<file path="config.mk">
export PLATFORM = sky130hd
export DESIGN_NAME = regfile_write_demux
export DESIGN_NICKNAME = d
export VERILOG_FILES = /design/src/rtl/regfile_write_demux.sv
export SDC_FILE = /design/constraint.sdc
export NUM_CORES = 2
export LEC_CHECK = 0
export CORE_UTILIZATION = 40
export DETAILED_ROUTE_END_ITERATION = 12
export PLACE_DENSITY_LB_ADDON = 0.1
export SYNTH_ARGS = -nofsm -noshare
export SYNTH_HDL_FRONTEND = slang
export SYNTH_SLANG_ARGS = --single-unit
</file>
<file path="constraint.sdc">
create_clock -name clk -period 10.25 [get_ports clk]
set_input_delay 3.075 -clock clk [delete_from_list [all_inputs] [get_ports clk]]
set_output_delay 3.075 -clock clk [all_outputs]
set_load 0.05 [all_outputs]
</file>
<file path="src/rtl/regfile_write_demux.sv">
// Register file write side: one-hot address decode, data demux into
// DEPTH storage registers, and two combinational read ports.
module regfile_write_demux #(
    parameter int WIDTH    = 64,
    parameter int DEPTH    = 32,
    parameter int ADDR_W   = 5,
    parameter bit ZERO_TOP = 1'b1
) (
    input  logic              clk,
    input  logic              reset_n,
    input  logic              wr_en,
    input  logic [ADDR_W-1:0] wr_addr,
    input  logic [WIDTH-1:0]  wr_data,
    input  logic [ADDR_W-1:0] rd_addr_a,
    input  logic [ADDR_W-1:0] rd_addr_b,
    output logic [WIDTH-1:0]  rd_data_a,
    output logic [WIDTH-1:0]  rd_data_b,
    output logic [DEPTH-1:0]  wr_onehot,
    output logic              wr_done
);

    localparam logic [ADDR_W-1:0] TOP_ADDR = ADDR_W'(DEPTH - 1);

    logic [WIDTH-1:0] regs [DEPTH];
    logic [DEPTH-1:0] enable;
    logic [DEPTH-1:0] enable_m;

    // wr_en gates every compare, so an unknown wr_addr while idle
    // never reaches the register enables.
    always_comb begin
        enable = '0;
        for (int i = 0; i < DEPTH; i++) begin
            enable[i] = wr_en && (wr_addr == ADDR_W'(i));
        end
    end

    always_comb begin
        enable_m = enable;
        if (ZERO_TOP) begin
            enable_m[DEPTH-1] = 1'b0;
        end
    end

    for (genvar g = 0; g < DEPTH; g++) begin : g_reg
        always_ff @(posedge clk) begin
            if (!reset_n) begin
                regs[g] <= '0;
            end else if (enable_m[g]) begin
                regs[g] <= wr_data;
            end
        end
    end

    always_ff @(posedge clk) begin
        if (!reset_n) begin
            wr_onehot <= '0;
            wr_done   <= 1'b0;
        end else begin
            wr_onehot <= enable_m;
            wr_done   <= |enable_m;
        end
    end

    // No bypass: a same-cycle write is only visible after the edge.
    always_comb begin
        rd_data_a = regs[rd_addr_a];
        rd_data_b = regs[rd_addr_b];
        if (ZERO_TOP && rd_addr_a == TOP_ADDR) begin
            rd_data_a = '0;
        end
        if (ZERO_TOP && rd_addr_b == TOP_ADDR) begin
            rd_data_b = '0;
        end
    end

endmodule

</file>
==> summary.md <==
| Metric | Value |
|---|---|
| Port bufs | `241` |
| CP bufs+invs | `3` |
| Family with the most delay on the worst path | `buffers and inverters` |
| RSZ-0062 raised after global routing | `false` |
| Die area | `approximately 270000 µm²` |
| Syn-to-layout area delta | `13.3%` |
| DP Area | `115000 µm²` |
| Syn Nets | `about 8000` |
| Syn Area/Cell | `13.7 µm²` |
| WHS Path Cells | `4` |
| Share of cells above drive strength 1 | `20.2%` |
| Final worst slack | `797 ps` |
| Detailed Routing Iterations Pass 1 | `6` |
| Leak Pwr | `42.7 nW` |
| # Post-CTS Setup Buffers | `0` |
| Worst-Margin Slew | `approximately 1400 ps` |
| Via count | `74000` |
| Part of the cycle the worst path needs | `92.2%` |
| Synthesized flop and latch total | `approximately 2000` |
| Max VDD drop | `199 µV` |
| Critical path data required time | `7180 ps` |
| Maxcap violations | `0` |
| Syn Std Cell Area | `roughly 110000 µm²` |
| Num Clock Sinks | `between 2000 and 2500` |
| Placeable Area | `268000 µm²` |
| Iter 0 DRT Violations | `approximately 11000` |
| Critical Path Start Type | `input port` |
| Fin. max-slew vios | `0` |
| Crit path largest cell delay | `730 ps` |
| Cell area power density | `171 nW/µm²` |
| Fmax | `106 MHz` |
| Clock tree root buffer cell | `clkbuf_16` |
| Total GRT Usage | `32.3%` |
| CP max-delay cell | `buf_2` |
| Worst hold slack | `2930 ps` |
| Most used DFF post-synth | `edfxtp_1` |
| Drt via density | `6.39` |
| Crit Path Class | `input port to output pin` |
| Final WL | `445 mm` |
| Wire length per cell | `38.4 µm` |
| # hold bufs at CTS | `0` |
| Dpl cells | `11100` |
| DP Worst Slack | `about 900 ps` |
| CP Depth | `7` |
| Mapped Cells | `slightly below 8000` |
| Final instance area | `123000 µm²` |
| Crit-path cells | `buf_2 -> nand2_1 -> a31oi_4 -> buf_4 -> o211ai_1 -> nand3_1 -> buf_4` |
| CP most frequent cell | `buf_4` |
| Ys Warns | `0` |
| I/O Pins | `about 240` |
| Initial Util | `40.3%` |
| Post-DRT Antenna Nets | `0` |
| RePlAce Congestion | `0.829` |
| Remaining Overflow, GRT | `0` |
| Number of global-route vias before repair | `approximately 73000` |
| Die X | `approximately 520 µm` |
| Slew headroom | `under 10%` |
| Largest fanout on the critical path | `22` |
| Final HPWL DP | `242 mm` |
| Outcome | `complete, no violations` |
| Initial antenna violation count | `50` |
| Die Height | `between 500 and 600 µm` |
| Async SR Flop Fraction | `0%` |
| Post-synth EDFFs | `1984` |
| Row Count | `190` |
| # DRC | `0` |
| Commonest non-fill, non-tap cells in the layout | `1984 x and2_1, 1984 x edfxtp_1, 599 x mux4_2, 425 x mux2i_1, 311 x nand2_1` |
| H-tree depth | `4` |
| Final Hold Vio Count | `0` |
| Nets | `about 8000` |
| Longest Clk Path Bufs | `3` |
| CTS tree | `built` |
| Crit end category | `output pin` |
| Critical path arrival | `6380 ps` |
| Largest net degree at the start of global routing | `86` |
| Sum Neg Setup Slack | `0 ps` |
| Resized cells post-CTS | `0` |
| First-pass GRT wire length | `607 mm` |
| Worst-path clk slew | `60 ps` |
| Layout Cells excl Fill | `~12000` |
| Sequential element share of the synthesized area | `55.6%` |
| # setup viols final | `0` |
| Library cells used by synthesis | `47` |
| Hold Path Class | `input port to register` |
| Period minus WS final | `9450 ps` |
| Total CTS buffers | `228` |
[path summary, 6_finish.rpt]
kind / slack, ps / start / to
setup / recovery: 800 / rd_addr_b[4] / rd_data_b[63]
hold / removal: 2930 / reset_n / wr_done
[layout make-up]
cell class	count	area [µm²]
clock buffers	301	6080
well taps	3552	4440
clock inverters	126	1130
multi-input cells	5046	44900
fillers	23500	146000
diodes	60	150
flip-flops and latches	2016	60200
repair buffers	487	5720
inverters	2	15.0
[cell usage after synthesis (63+ instances only)]
master | instances | area, µm²
and2_1 | 1984 | 12400
edfxtp_1 | 1984 | 59600
mux4_2 | 599 | 13500
clkbuf_1 | 594 | 2230
mux2i_1 | 425 | 4250
nand2_1 | 312 | 1170
mux2_2 | 250 | 2820
a21oi_1 | 192 | 961
buf_2 | 152 | 761
o21ai_0 | 150 | 751
nor2b_1 | 134 | 838
a211oi_1 | 129 | 968
a21o_1 | 128 | 961
nor2_1 | 104 | 390
a22oi_1 | 81 | 608
a221oi_1 | 64 | 561
o2111a_1 | 64 | 721
o22a_1 | 64 | 561
o22ai_1 | 64 | 400
o31ai_1 | 64 | 480
or2_1 | 63 | 394
[sequential cells by signal (all words and copies together), names as in the netlist]
| name | count |
|---|---|
| regs | 1984 |
| wr_onehot | 31 |
| wr_done | 1 |
[metrics by stage]
step,util [%],total power (W)
after floorplan,-,0.0116
after global placement,43.0,0.0129
after detailed placement,43.0,0.0129
after CTS,45.6,0.0210
after global routing,45.6,0.0214
final,45.7,0.0209
[routing by layer]
layer | part of all wire (%) | vias up | GRT usage (%)
li1 | - | 29600 | -
met1 | 39 | 38800 | 43.2
met2 | 47 | 4615 | 52.3
met3 | 9.3 | 943 | 5.17
met4 | 4.1 | 22 | 13.3
met5 | 0.028 | - | 0
[kinds of logic (layout without fill, tap and decap cells)]
| logic type | count (synthesis) | count (layout) | synth area share, % |
|---|---|---|---|
| flip-flops | 2016 | 2016 | 55.6 |
| buffers and inverters | 859 | 916 | 3.55 |
| multiplexers | 1298 | 1298 | 19.2 |
| AO/OA/AOI/OAI | 1122 | 1122 | 7.35 |
| AND/OR/NAND/NOR | 2625 | 2625 | 14.2 |
| other | 1 | 61 | 0.00346 |
[where the power goes]
group | switching (W) | internal [W]
logic | 0.00192 | 0.00112
clock network | 0.00356 | 0.00458
registers | 0.000226 | 0.00951
total | 0.00571 | 0.0152
(Power assumes the default switching activity.)
